--- src/rtl/frame_assembler.sv ---
// Byte-stream packer feeding the CRC engine: collects a packet into a wide word,
// launches the CRC, and forwards its result and length downstream.
module frame_assembler #(
    parameter int MAX_BYTES = 40,
    parameter int TIMEOUT   = 64
) (
    input  logic                   clk,
    input  logic                   rst,
    input  logic                   in_valid,
    input  logic [7:0]             in_data,
    input  logic                   in_sop,
    input  logic                   in_eop,
    output logic                   in_ready,
    output logic                   crc_valid,
    output logic [8*MAX_BYTES-1:0] data_raw,
    input  logic                   crc_done,
    input  logic [31:0]            crc_in,
    output logic                   res_valid,
    output logic [31:0]            res_crc,
    output logic [5:0]             res_len,
    output logic                   err
);

    localparam int DW = 8 * MAX_BYTES;
    localparam int TW = (TIMEOUT > 1) ? $clog2(TIMEOUT) : 1;

    typedef enum logic [2:0] {
        IDLE,
        COLLECT,
        DROP,
        ISSUE,
        WAIT_CRC
    } state_t;

    state_t        state;
    state_t        next;
    logic [5:0]    cnt;
    logic [TW-1:0] tcnt;
    logic          accept;
    logic          full;
    logic          expire;
    logic          load;
    logic          shift;

    assign in_ready  = (state != ISSUE) && (state != WAIT_CRC);
    assign crc_valid = (state == ISSUE);
    assign accept    = in_valid && in_ready;
    assign full      = (cnt == 6'(MAX_BYTES));
    assign expire    = (tcnt == TW'(TIMEOUT - 1));
    assign load      = accept && in_sop;
    assign shift     = accept && !in_sop && (state == COLLECT) && !full;

    always_ff @(posedge clk) begin
        if (rst) state <= IDLE;
        else     state <= next;
    end

    always_comb begin
        next = state;
        err  = 1'b0;
        unique case (state)
            IDLE: begin
                if (accept && in_sop)
                    next = in_eop ? ISSUE : COLLECT;
            end
            COLLECT: begin
                if (accept) begin
                    if (in_sop) begin
                        next = in_eop ? ISSUE : COLLECT;
                    end else if (full) begin
                        // An overflow byte that also ends the packet has nothing left to drop
                        err  = 1'b1;
                        next = in_eop ? IDLE : DROP;
                    end else if (in_eop) begin
                        next = ISSUE;
                    end
                end
            end
            DROP: begin
                if (accept) begin
                    if (in_sop)      next = in_eop ? ISSUE : COLLECT;
                    else if (in_eop) next = IDLE;
                end
            end
            ISSUE: begin
                next = WAIT_CRC;
            end
            WAIT_CRC: begin
                if (crc_done) begin
                    next = IDLE;
                end else if (expire) begin
                    err  = 1'b1;
                    next = IDLE;
                end
            end
            default: next = IDLE;
        endcase
    end

    always_ff @(posedge clk) begin
        if (rst) begin
            data_raw  <= '0;
            cnt       <= '0;
            tcnt      <= '0;
            res_valid <= 1'b0;
            res_crc   <= '0;
            res_len   <= '0;
        end else begin
            res_valid <= 1'b0;
            if (load) begin
                data_raw <= {{(DW-8){1'b0}}, in_data};
                cnt      <= 6'd1;
            end else if (shift) begin
                data_raw <= {data_raw[DW-9:0], in_data};
                cnt      <= cnt + 6'd1;
            end
            if (state == ISSUE)    tcnt <= '0;
            if (state == WAIT_CRC) tcnt <= tcnt + 1'b1;
            // cnt is frozen while waiting, so it still holds this packet's length
            if (state == WAIT_CRC && crc_done) begin
                res_crc   <= crc_in;
                res_len   <= cnt;
                res_valid <= 1'b1;
            end
        end
    end

endmodule
--- config.mk ---
export PLATFORM = sky130hd
export DESIGN_NAME = frame_assembler
export DESIGN_NICKNAME = d
export VERILOG_FILES = /design/src/rtl/frame_assembler.sv
export SDC_FILE = /design/constraint.sdc
export NUM_CORES = 1
export LEC_CHECK = 0
export CORE_UTILIZATION = 50
export DETAILED_ROUTE_END_ITERATION = 10
export DONT_BUFFER_PORTS = 1
export PLACE_DENSITY_LB_ADDON = 0.3
export REMOVE_ABC_BUFFERS = 1
export SYNTH_ARGS = -nofsm -noshare
export SYNTH_HDL_FRONTEND = slang
export SYNTH_SLANG_ARGS = --single-unit
--- constraint.sdc ---
create_clock -name clk -period 5.85 [get_ports clk]
set_input_delay 1.4625 -clock clk [delete_from_list [all_inputs] [get_ports clk]]
set_output_delay 1.4625 -clock clk [all_outputs]
set_load 0.05 [all_outputs]
==> metrics.txt <==
later-pin clock latency in the skew report 0.52 ns; Max FO, Critical Path 45; pwr dens 357 mW/mm^2; post-route ant nets 0; drt wl/cell 19.1 um; CP max stage delay 0.53 ns; I/O Buffers 0; largest family of logic cells by synthesized area compound AO/OA/AOI/OAI gates; Crit Path Category input pin to primary output; NumNets Final 1649; Avg Inst Size Synth 8.25 um^2; share of cells above drive strength 1 5.10%; count of cell types in the netlist 45; Vias/cell 6.14; Slew Viols, Final 0; Critical Path Sink Type primary output; Hold/Removal Path Class register to register; initial antenna violation count 0; CTS buffer count 40; Cell Area, Synth 0.0144 mm^2; vias 12300; Leak 4.57 nW; setup_tns 0 ns; Max Freq 0.237 GHz; vias in the first global route 10600; Fill cells 2580; cells along the critical path nand4bb_1 -> or2_4 -> o32ai_2; DR iter-0 viols 1151; crit path DAT 2.76 ns; status finished, final reports clean; maxcap violations 0; Max clock buf depth 3; n_diodes 0; CP max stage cell o32ai_2; Gate Count Post-Synth 1739; hold buffers post-CTS 0; most common cell after layout, fill and taps aside dfxtp_1; Final Skew 0.0182 ns; die span in x 171 um; non-filler instance count after layout 2006; leading cell types in the layout, fill and taps excluded dfxtp_1, a21oi_1, nand3_1, o21ai_0, nand2_1; Fin Hold WS 0.507 ns; CP delay by family, top simple AND/OR/NAND/NOR gates; Reg clk slew, reported paths 0.06 ns; fin crit share 72.2%; CTS Root Buffer Type clkbuf_16; DR top layer met4; H-Tree Depth 2; Crit path required time 4.39 ns; # rows 61; wl on met1 14500 um; clock sink total 374; Die Ht 171 um; largest net degree at the start of global routing 195; post-route worst setup slack 1.63 ns; CP startpoint kind input pin; CTS tree done; top-level I/O count 408; mux share of post-synthesis cell area 0.697%; XOR/XNOR Fraction of Synth Area 0.183%; gr usage total 23.8%; Area growth syn-to-layout 7.43%; die area 0.0294 mm^2; GP Congestion 0.834; #FFs+latches synth 374; VDD IR-drop max 243 uV; Post-Synth Adder-Cell Area 0.262%; starting density of the core 51.2%; cts repair resizes 0; critical path buffer and inverter count 0; Post-DP HPWL 22900 um; core area 0.0280 mm^2; met3 WL 4270 um; final hold vios 0; Place WS 1.63 ns; RSZ-0062 raised after global routing false; first-pass GRT wire length 57100 um; minimum clock period 4.22 ns; Post-CTS Setup Bufs 0; Met2 Wirelength 18100 um; Simple-Gate Fraction of Synth Area 15.5%; placed cells 1936; Synthesis Warnings 0; TritonRoute pass-1 iters 5; Core Util, Final 55.0%; slew margin rel. 17.1%; Worst-Margin Slew 1.24 ns; compound-cell area share of the yosys netlist 24.6%; DRC viols 0; final setup vio count 0; final wirelength 38400 um; sequential-to-total area share from yosys stat 52.2%; GRT overflow 0
-- flip-flops by register name, summed over array words and instances, names as in the netlist --
| name | count |
|---|---|
| cnt | 6 |
| data_raw | 320 |
| res_crc | 32 |
| res_len | 6 |
| res_valid | 1 |
| state | 3 |
| tcnt | 6 |
-- report_power, final --
| group | leakage (nW) | internal [mW] | switching (mW) |
|---|---|---|---|
| clock network | 0.641 | 1.52 | 0.984 |
| logic | 0.913 | 0.0637 | 0.282 |
| registers | 3.01 | 2.57 | 0.0804 |
| total | 4.57 | 4.15 | 1.35 |
-- worst paths after layout --
| check | cells past startpoint | to | slack (ns) | startpoint |
|---|---|---|---|---|
| setup / recovery | 3 | err | 1.63 | in_sop |
| hold / removal | 2 | res_len[4]$_SDFFE_PP0P_ | 0.51 | cnt[4]$_SDFFE_PP0P_ |
| setup reg to reg | 7 | data_raw[257]$_SDFFE_PP0P_ | 2.40 | cnt[0]$_SDFFE_PP0P_ |
| hold reg to reg | 2 | res_len[4]$_SDFFE_PP0P_ | 0.51 | cnt[4]$_SDFFE_PP0P_ |
-- layout make-up --
class                   instances  area, um^2  area share (%)
clock buffers                  64        1220            7.94
clock inverters                 6        97.6           0.633
inverters                       7        26.3           0.170
multi-input cells            1162        5950            38.6
flip-flops and latches        374        7490            48.6
well taps                     378         473            3.07
repair buffers                 15         163            1.06
-- per-layer routing --
layer,GRT usage (%),vias to the layer above
li1,-,5895
met1,28.5,5848
met2,37.9,497
met3,8.97,81
met4,10.4,0
met5,0,-
-- cells in the mapped netlist --
cell / number / area (um^2)
a21oi_1: 359 / 1800
o32ai_1: 1 / 8.76
a211oi_1: 4 / 30.0
nor3b_2: 1 / 12.5
buf_6: 22 / 248
xnor2_1: 3 / 26.3
nor2_2: 1 / 6.26
and3_1: 1 / 6.26
or3b_1: 1 / 8.76
buf_1: 5 / 18.8
inv_1: 5 / 18.8
nand2_1: 81 / 304
nor4_1: 2 / 12.5
or3_4: 1 / 11.3
o21ai_0: 316 / 1580
nor4bb_1: 1 / 10.0
inv_2: 2 / 7.51
o311ai_0: 1 / 8.76
mux2i_1: 10 / 100
o2111ai_1: 1 / 8.76
o31ai_1: 3 / 22.5
buf_4: 2 / 15.0
nor3_1: 1 / 5.00
nand4_1: 2 / 12.5
o211ai_1: 1 / 7.51
o2111a_1: 1 / 11.3
a31oi_1: 1 / 6.26
nand3b_1: 1 / 7.51
a311oi_1: 1 / 8.76
nand2b_1: 19 / 119
nor2b_1: 1 / 6.26
a22oi_1: 1 / 7.51
clkbuf_1: 152 / 571
nor2_1: 14 / 52.6
o21a_1: 1 / 7.51
and2_1: 2 / 12.5
nand3_1: 319 / 1600
nand4bb_1: 1 / 11.3
dfxtp_1: 374 / 7490
or4_1: 3 / 22.5
a2111oi_0: 1 / 8.76
buf_2: 15 / 75.1
a31o_1: 1 / 8.76
ha_1: 3 / 37.5
or2_0: 1 / 6.26
-- stage by stage --
| step | power, mW | cell area [um^2] |
|---|---|---|
| floorplan | 2.93 | 13400 |
| global placement | 3.05 | 14100 |
| detailed placement | 3.05 | 14100 |
| CTS | 5.54 | 15400 |
| global route | 5.69 | 15400 |
| finish | 5.50 | 15400 |
-- cells by family (layout without fill, tap and decap cells) --
family | after synthesis | count (layout)
AOI/OAI and AO/OA | 693 | 693
and+or+nand+nor | 453 | 453
DFF | 374 | 374
buffers and inverters | 203 | 92
muxes | 10 | 10
adders and majority gates | 3 | 3
xor gates and xnor gates | 3 | 3
-- worst register-to-register path, stage by stage (launching register included) --
cell and delay (ns):
dfxtp_1 0.36, inv_1 0.09, ha_1 0.14, nor4bb_1 0.84
and2_4 0.95, buf_12 0.54, o21ai_0 0.29, a21oi_1 0.18
No activity file was read; power rests on OpenSTA's default activity.
